--- config.mk ---
export PLATFORM = sky130hd
export DESIGN_NAME = uart_tx_sequencer
export DESIGN_NICKNAME = d
export VERILOG_FILES = /design/src/rtl/uart_tx_sequencer.sv
export SDC_FILE = /design/constraint.sdc
export NUM_CORES = 1
export LEC_CHECK = 0
export BUFFER_PORTS_ARGS = -buffer_cell sky130_fd_sc_hd__clkbuf_2
export CAP_MARGIN = 10
export CORE_MARGIN = 8
export CORE_UTILIZATION = 50
export CTS_CLUSTER_SIZE = 20
export DETAILED_ROUTE_END_ITERATION = 12
export GPL_TIMING_DRIVEN = 0
export MAX_ROUTING_LAYER = met4
export PLACE_DENSITY = 0.77
export SYNTH_ARGS = -nofsm -noshare
export SYNTH_HDL_FRONTEND = slang
export SYNTH_SLANG_ARGS = --single-unit
--- constraint.sdc ---
create_clock -name clk -period 3.45 [get_ports clk]
set_input_delay 0.1725 -clock clk [delete_from_list [all_inputs] [get_ports clk]]
set_output_delay 0.1725 -clock clk [all_outputs]
set_load 0.01 [all_outputs]
--- src/rtl/uart_tx_sequencer.sv ---
// rtl/uart_tx_sequencer.sv - UART transmit frame sequencer
// Sends start, LSB-first data, even parity and stop, each held for OVERSAMPLE sample ticks.
module uart_tx_sequencer #(
   parameter int OVERSAMPLE = 16,
   parameter int DATA_BITS  = 8
) (
   input  logic                 clk,
   input  logic                 reset,
   input  logic                 Tx_EN,
   input  logic                 Tx_WR,
   input  logic [DATA_BITS-1:0] Tx_DATA,
   input  logic                 sample_ENABLE,
   output logic                 baud_en,
   output logic                 TxD,
   output logic                 Tx_BUSY,
   output logic                 Tx_DONE
);
   localparam int TW = (OVERSAMPLE > 1) ? $clog2(OVERSAMPLE) : 1;
   localparam int BW = (DATA_BITS > 1) ? $clog2(DATA_BITS) : 1;
   localparam logic [TW-1:0] TICK_LAST = TW'(OVERSAMPLE - 1);
   localparam logic [BW-1:0] BIT_LAST  = BW'(DATA_BITS - 1);

   typedef enum logic [2:0] {S_IDLE, S_START, S_DATA, S_PARITY, S_STOP} state_t;

   state_t                r_state,    w_state_nxt;
   logic [TW-1:0]         r_tick_cnt, w_tick_nxt;
   logic [BW-1:0]         r_bit_cnt,  w_bit_nxt;
   logic [DATA_BITS-1:0]  r_shift,    w_shift_nxt;
   logic                  r_parity,   w_parity_nxt;
   logic                  r_txd,      w_txd_nxt;
   logic                  r_busy,     w_busy_nxt;
   logic                  r_baud_en,  w_baud_en_nxt;
   logic                  r_done,     w_done_nxt;
   logic                  w_bit_end;

   assign w_bit_end = sample_ENABLE && (r_tick_cnt == TICK_LAST);

   always_ff @(posedge clk or posedge reset) begin
      if (reset) begin
         r_state    <= S_IDLE;
         r_tick_cnt <= '0;
         r_bit_cnt  <= '0;
         r_shift    <= '0;
         r_parity   <= 1'b0;
         r_txd      <= 1'b1;
         r_busy     <= 1'b0;
         r_baud_en  <= 1'b0;
         r_done     <= 1'b0;
      end else begin
         r_state    <= w_state_nxt;
         r_tick_cnt <= w_tick_nxt;
         r_bit_cnt  <= w_bit_nxt;
         r_shift    <= w_shift_nxt;
         r_parity   <= w_parity_nxt;
         r_txd      <= w_txd_nxt;
         r_busy     <= w_busy_nxt;
         r_baud_en  <= w_baud_en_nxt;
         r_done     <= w_done_nxt;
      end
   end

   always_comb begin
      w_state_nxt   = r_state;
      w_tick_nxt    = r_tick_cnt;
      w_bit_nxt     = r_bit_cnt;
      w_shift_nxt   = r_shift;
      w_parity_nxt  = r_parity;
      w_txd_nxt     = r_txd;
      w_busy_nxt    = r_busy;
      w_baud_en_nxt = r_baud_en;
      w_done_nxt    = 1'b0;

      case (r_state)
         S_IDLE: begin
            if (Tx_WR && Tx_EN) begin
               w_shift_nxt   = Tx_DATA;
               w_parity_nxt  = ^Tx_DATA;
               w_tick_nxt    = '0;
               w_bit_nxt     = '0;
               w_busy_nxt    = 1'b1;
               w_baud_en_nxt = 1'b1;
               w_txd_nxt     = 1'b0;
               w_state_nxt   = S_START;
            end
         end
         S_START: begin
            if (w_bit_end) begin
               w_txd_nxt   = r_shift[0];
               w_state_nxt = S_DATA;
            end
         end
         S_DATA: begin
            if (w_bit_end) begin
               if (r_bit_cnt < BIT_LAST) begin
                  w_shift_nxt = r_shift >> 1;
                  w_txd_nxt   = r_shift[1];
                  w_bit_nxt   = r_bit_cnt + 1'b1;
               end else begin
                  w_txd_nxt   = r_parity;
                  w_state_nxt = S_PARITY;
               end
            end
         end
         S_PARITY: begin
            if (w_bit_end) begin
               w_txd_nxt   = 1'b1;
               w_state_nxt = S_STOP;
            end
         end
         S_STOP: begin
            if (w_bit_end) begin
               w_txd_nxt     = 1'b1;
               w_busy_nxt    = 1'b0;
               w_baud_en_nxt = 1'b0;
               w_done_nxt    = 1'b1;
               w_state_nxt   = S_IDLE;
            end
         end
         default: w_state_nxt = S_IDLE;
      endcase

      // Tick counting is shared by all in-flight states; an enable drop overrides everything.
      if (r_state != S_IDLE) begin
         if (!Tx_EN) begin
            w_state_nxt   = S_IDLE;
            w_txd_nxt     = 1'b1;
            w_busy_nxt    = 1'b0;
            w_baud_en_nxt = 1'b0;
            w_done_nxt    = 1'b0;
            w_tick_nxt    = '0;
            w_bit_nxt     = '0;
         end else if (sample_ENABLE) begin
            w_tick_nxt = w_bit_end ? '0 : r_tick_cnt + 1'b1;
         end
      end
   end

   assign TxD     = r_txd;
   assign Tx_BUSY = r_busy;
   assign baud_en = r_baud_en;
   assign Tx_DONE = r_done;

endmodule

==> impl_results.md, run 1 <==
- Synth area leaders: dfrtp_1, mux2_4, xnor2_1, nand2_1, mux2_2
- Yosys top cell area share: 39.8%
- Avg Inst Size Synth: roughly 10 µm²
- CTS Buf Count: 3
- Pwr dens: about 560 nW/µm²
- Tcrit/Tclk final: about 53%
- Critical path buffer and inverter count: 1
- CP Cell Sequence: or3b_4 -> buf_6 -> o22ai_4 -> mux2_2
- Gpl congestion: approximately 0.9
- Largest net degree at the start of global routing: 24
- FP Rows: 19
- Flop2flop setup slack: about 1.6 ns
- Min-delay worst type: input pin to asynchronous set/reset pin
- Grt ovf: 0
- Worst path top cell family by delay: flip-flops
- Crit-path max cell delay: 0.48 ns
- Post-CTS Setup Inserts: 0
- Hold Slack: -0.00123 ns
- Total number of H-tree levels: 1
- Core Box Area: 2690 µm²
- Syn Nets: between 150 and 200
- Port Buffer Count: 14
- Placed Cells: 182
- Critical Path Start Type: flop
- Layout overhead on the synthesized area: 9.77%
- TritonCTS Sinks: 23
- Clk_skew: 0.00383 ns
- Antenna diodes: 0
- Final hold vios: 8
- Io pins: 17
- Psw: 0.000297 W
- Reg power frac: 50.1%
- Utilization after layout: between 50% and 60%
- Max-slew violation count: 0
- Final ANT Viol Nets: 0
- Yosys top cell by area: dfrtp_1
- Max Fclk: 545 MHz
- Post-DP HPWL: 2160 µm
- DR pass1 iterations: 4
- Hold Buf Count CTS: 0
- Most common library cells after synthesis: dfrtp_1, nand2_1, mux2_4, o21ai_0, nor2_1
- Seq/Total Area, Yosys: 41.7%
- RSZ-0062 raised after global routing: no
- WS Path Type: flop to flop
- Die Y: 68.6 µm
- Crit-path slowest cell: dfrtp_1
- Initial Util: 51.5%
- GR Util All Layers: between 10% and 20%
- Synthesized area: 1380 µm²
- Async set or reset register ratio after synthesis: 100%
- Worst-path maximum fanout: 10
- Status: finished with violations
- Via/cell ratio: 6.00
- Switching Share: 34.7%
- Worst Path Arrival: between 2 and 2.5 ns
- Syn. warnings: 0
- Layout Cells excl Fill: 186
- Synth cell types: 39
- Final nets: 171
- # resized after CTS: 0
- Root Driver: clkbuf_4
- Top FF cell, synth: dfrtp_1
- Flops & latches, synth: 23
- Clock share of power: 14.9%
- Worst setup EP type: flop
- P_int: 0.000560 W
- Worst reg2reg path depth: 4
- Worst vdd ir: 439 µV
- Vias in the first global route: roughly 1100
- Maximum capacitance violations: 0
- Share of layout cells above drive strength 1: about a quarter
- First-pass GRT wire length: 5040 µm
- Final number of setup-violating endpoints: 0
- Worst slew pin tran: 0.871 ns
- Via Count: 1116
- Worst r2r src: r_state[0]
- Most numerous cell in the Yosys netlist: dfrtp_1
- Leakage power: 0.691 nW
- Initial DRC count: 40
- Worst skew pair latency: 0.32 ns
- Comb pwr share: 35.0%
- Maximum root-to-sink buffer count: 2
- Post-Syn Instances: between 100 and 150
- Failing checks: hold timing
- R2r endpoint: r_shift[4]
- Avg WL per Cell: 14.8 µm
- CP Data Required Time: 3.66 ns
- Final Power: 0.000858 W
- Post-synth EDFFs: 0
- DRT Wirelength: 2750 µm
- Clk pin slew, worst setup/hold paths: 0.13 ns
- Setup TNS: 0 ns
- Slew margin rel.: 41.9%
- CTS tree: yes
- Die Wd: 68.6 µm
- Die Footprint: between 4000 and 5000 µm²
- DRC viols: 0
- Initial antenna violation count: 0
- Fin crit period: roughly 1.8 ns
- Fillers: 250
## logic make-up (layout without fill, tap and decap cells)
| family | count (synthesis) | count (layout) | share of synthesized area (%) |
|---|---|---|---|
| adder cells (fa/ha/maj) | 2 | 2 | 1.81 |
| AND/OR/NAND/NOR | 48 | 48 | 17.5 |
| XOR/XNOR | 10 | 10 | 6.33 |
| buffers and inverters | 10 | 28 | 3.44 |
| flip-flops | 23 | 23 | 41.7 |
| AO/OA/AOI/OAI | 28 | 28 | 13.6 |
| multiplexers | 16 | 16 | 15.6 |
## power by group through the flow
stage               Clock [W]  Combinational (W)  Sequential [W]
floorplan                   0           0.000226        0.000425
global placement            0           0.000290        0.000428
detailed placement          0           0.000301        0.000437
CTS                  0.000132           0.000304        0.000430
global route         0.000140           0.000336        0.000443
finish               0.000128           0.000300        0.000430
## worst max-delay path by stage
stage	startpoint	end	slack [ns]	cells past startpoint
2_1_floorplan	r_state[0]	r_shift[1]	1.77	4
3_3_place_gp	r_state[0]	r_shift[2]	1.66	4
3_5_place_dp	r_state[0]	r_shift[3]	1.63	4
4_1_cts	r_state[0]	r_shift[3]	1.61	4
5_1_grt	r_state[0]	r_shift[4]	1.54	4
6_report	r_state[0]	r_shift[4]	1.61	4
## layer usage
layer / up-vias / routed length [µm] / global-route usage [%]
li1: 532 / - / -
met1: 544 / 1250 / 16.3
met2: 35 / 1330 / 23.7
met3: 5 / 126 / 2.91
met4: 0 / 42 / 5.12
met5: - / 0 / -
## cells in the final DEF (no fill, tap or decap), drive strengths merged, types with 2 or more instances in the layout
cell type	instances
clkbuf	21
xor2	2
mux2	15
xnor2	8
nand4	2
a21oi	7
inv	4
nor3	5
nand3	5
nand2	17
dfrtp	22
and2	2
o21ai	10
nor2	10
buf	3
ha	2
## layout make-up
type | instances | area, µm² | area share (%)
Buffer | 6 | 32.5 | 2.14
Tap cell | 31 | 38.8 | 2.55
Clock buffer | 4 | 26.3 | 1.73
Sequential cell | 23 | 577 | 38.0
Timing Repair Buffer | 14 | 70.1 | 4.61
Inverter | 4 | 15.0 | 0.988
Multi-Input combinational cell | 104 | 759 | 50.0
## worst reg2reg max path, cell delays in order (launching register included)
cell	delay, ns
dfrtp_1	0.48
or3b_4	0.43
buf_6	0.17
o22ai_4	0.28
mux2_2	0.38
## flip-flops by register name (all words and copies together) (netlist names)
signal	flops
r_shift	8
r_tick_cnt	4
r_bit_cnt	3
r_state	3
TxD	1
Tx_BUSY	1
Tx_DONE	1
baud_en	1
r_parity	1
## through the flow
stage	hold slack, ns	instance area (µm²)	setup WS (ns)
2_1_floorplan	0.174	1380	1.77
3_3_place_gp	0.372	1490	1.66
3_5_place_dp	0.386	1490	1.63
4_1_cts	0.0326	1520	1.61
5_1_grt	0.0693	1520	1.54
6_report	-0.00123	1520	1.61
Power figures use the tool's default switching activity.
==> run 2, diff against run 1 <==
- clock period: 3.45 -> 1.85 ns (I/O delays scaled with it)
==> impl_results.md, run 2 (same netlist as run 1, synthesis figures left out) <==
- Gpl congestion: 0.922
- Via/cell ratio: ~5.9
- DRC viols: 0
- Io pins: 17
- Pwr dens: 1050 nW/µm²
- Worst Path Arrival: between 2 and 2.5 ns
- Final Power: 0.00162 W
- Root Driver: clkbuf_4
- Initial antenna violation count: 0
- Clk pin slew, worst setup/hold paths: 0.13 ns
- Total number of H-tree levels: 1
- Top reg by flops: r_shift
- Psw: 0.000562 W
- Antenna diodes: 0
- Commonest non-fill, non-tap cells in the layout: dfrtp_1, nand2_1, clkbuf_2, mux2_4, o21ai_0
- GR Util All Layers: 14.1%
- Flop2flop setup slack: 0.06 ns
- Final hold vios: 0
- Largest net degree at the start of global routing: 24
- Biggest regs: r_shift x8, r_tick_cnt x4
- Final ANT Viol Nets: 0
- Slew margin rel.: 41.5%
- FP Rows: 19
- Final number of setup-violating endpoints: 0
- Min-delay worst type: input pin to flop
- Utilization after layout: 57.5%
- Via Count: about 1100
- Maximum root-to-sink buffer count: 2
- Fin crit period: 1.79 ns
- Die Wd: about 69 µm
- First-pass GRT wire length: about 5000 µm
- Initial DRC count: 40
- Vias in the first global route: 1149
- Worst skew pair latency: approximately 0.31 ns
- Max Fclk: 559 MHz
- Switching Share: a little over a third
- Layout Cells excl Fill: 189
- Clk_skew: approximately 0.0012 ns
- Maximum capacitance violations: 0
- Layout overhead on the synthesized area: 11.7%
- Core Box Area: 2690 µm²
- Die Y: 68.6 µm
- Share of layout cells above drive strength 1: 27.2%
- Avg WL per Cell: 14.8 µm
- Worst slew pin tran: approximately 0.88 ns
- Comb pwr share: 35.3%
- WS Path Type: flop to flop
- Worst vdd ir: 821 µV
- Clock share of power: 14.9%
- Die Footprint: 4710 µm²
- Reg power frac: 49.8%
- Worst-path maximum fanout: 10
- Max FFs per register: 8
- CP Data Required Time: between 2 and 2.5 ns
- Leakage power: 0.703 nW
- Setup TNS: 0 ns
- Initial Util: between 50 and 60%
- Status: completed
- CTS tree: yes
- Post-DP HPWL: about 2200 µm
- Max-slew violation count: 0
- TritonCTS Sinks: 23
- Grt ovf: 0
- RSZ-0062 raised after global routing: no
- Port Buffer Count: 14
- P_int: 0.00106 W
- Worst setup EP type: flop
- CTS Buf Count: 3
- Placed Cells: around 180
- Tcrit/Tclk final: 96.8%
- Final nets: 174
- DR pass1 iterations: 4
- DRT Wirelength: approximately 2800 µm
- Critical Path Start Type: flop
- Commonest non-fill, non-tap cell in the layout: dfrtp_1
==> run 2: cell types whose count changed in the layout (fill, tap and decap cells not counted) <==
cell / previous run / this run
dfrtp_2: 0 / 1
buf_4: 0 / 2
dfrtp_1: 22 / 21
dlygate4sd3_1: 0 / 1
==> run 2: layer usage <==
layer	track usage, %	vias to the layer above	routed length [µm]
met2	23.7	41	1350
met5	-	-	0
met4	5.12	0	40
li1	-	538	-
met1	16.3	540	1260
met3	2.91	4	151
==> run 2: critical path, stage by stage, from the launching register on <==
cell	delay, ns
dfrtp_2	0.48
or3b_4	0.42
buf_6	0.17
o22ai_4	0.13
buf_4	0.17
mux2_2	0.33
==> run 2: path summary, 6_finish.rpt <==
| kind | cells past startpoint | start | end |
|---|---|---|---|
| min in group asynchronous | 3 | reset | r_shift[5] |
| setup / recovery | 5 | r_state[0] | r_shift[3] |
| hold / removal | 2 | Tx_DATA[7] | r_shift[7] |
| hold reg to reg | 2 | r_parity | r_parity |
| setup reg to reg | 5 | r_state[0] | r_shift[3] |
| max in group asynchronous | 3 | reset | r_state[0] |
==> run 2: final cells by class <==
class                           instances  area, µm²
Buffer                                  6       32.5
Sequential cell                        23        578
Multi-Input combinational cell        104        759
Timing Repair Buffer                   17       95.1
Inverter                                4       15.0
Clock buffer                            4       26.3
Tap cell                               31       38.8
Fill cell                             250       1140
==> run 2: timing repair <==
item                                   4_1_cts  5_1_grt
gates resized for setup                      0        1
hold buffers                                 1        0
setup endpoints to repair                    0        7
endpoints found under the hold margin       22        0
setup buffers                                0        2
==> run 2: power groups by stage <==
stage	logic, W	registers [W]	clock network [W]
after floorplan	0.000421	0.000792	0
after global placement	0.000541	0.000798	0
after detailed placement	0.000561	0.000814	0
after CTS	0.000568	0.000802	0.000247
after global routing	0.000638	0.000829	0.000265
final	0.000571	0.000805	0.000241
==> run 2: through the flow <==
stage               hold WS [ns]  instance area (µm²)  worst slack, ns
finish                    0.0495                 1550           0.0597
detailed placement         0.306                 1490           0.0267
CTS                       0.0467                 1530          0.00854
global placement           0.292                 1490           0.0605
floorplan                 0.0937                 1380            0.169
global route              0.0733                 1550           0.0111
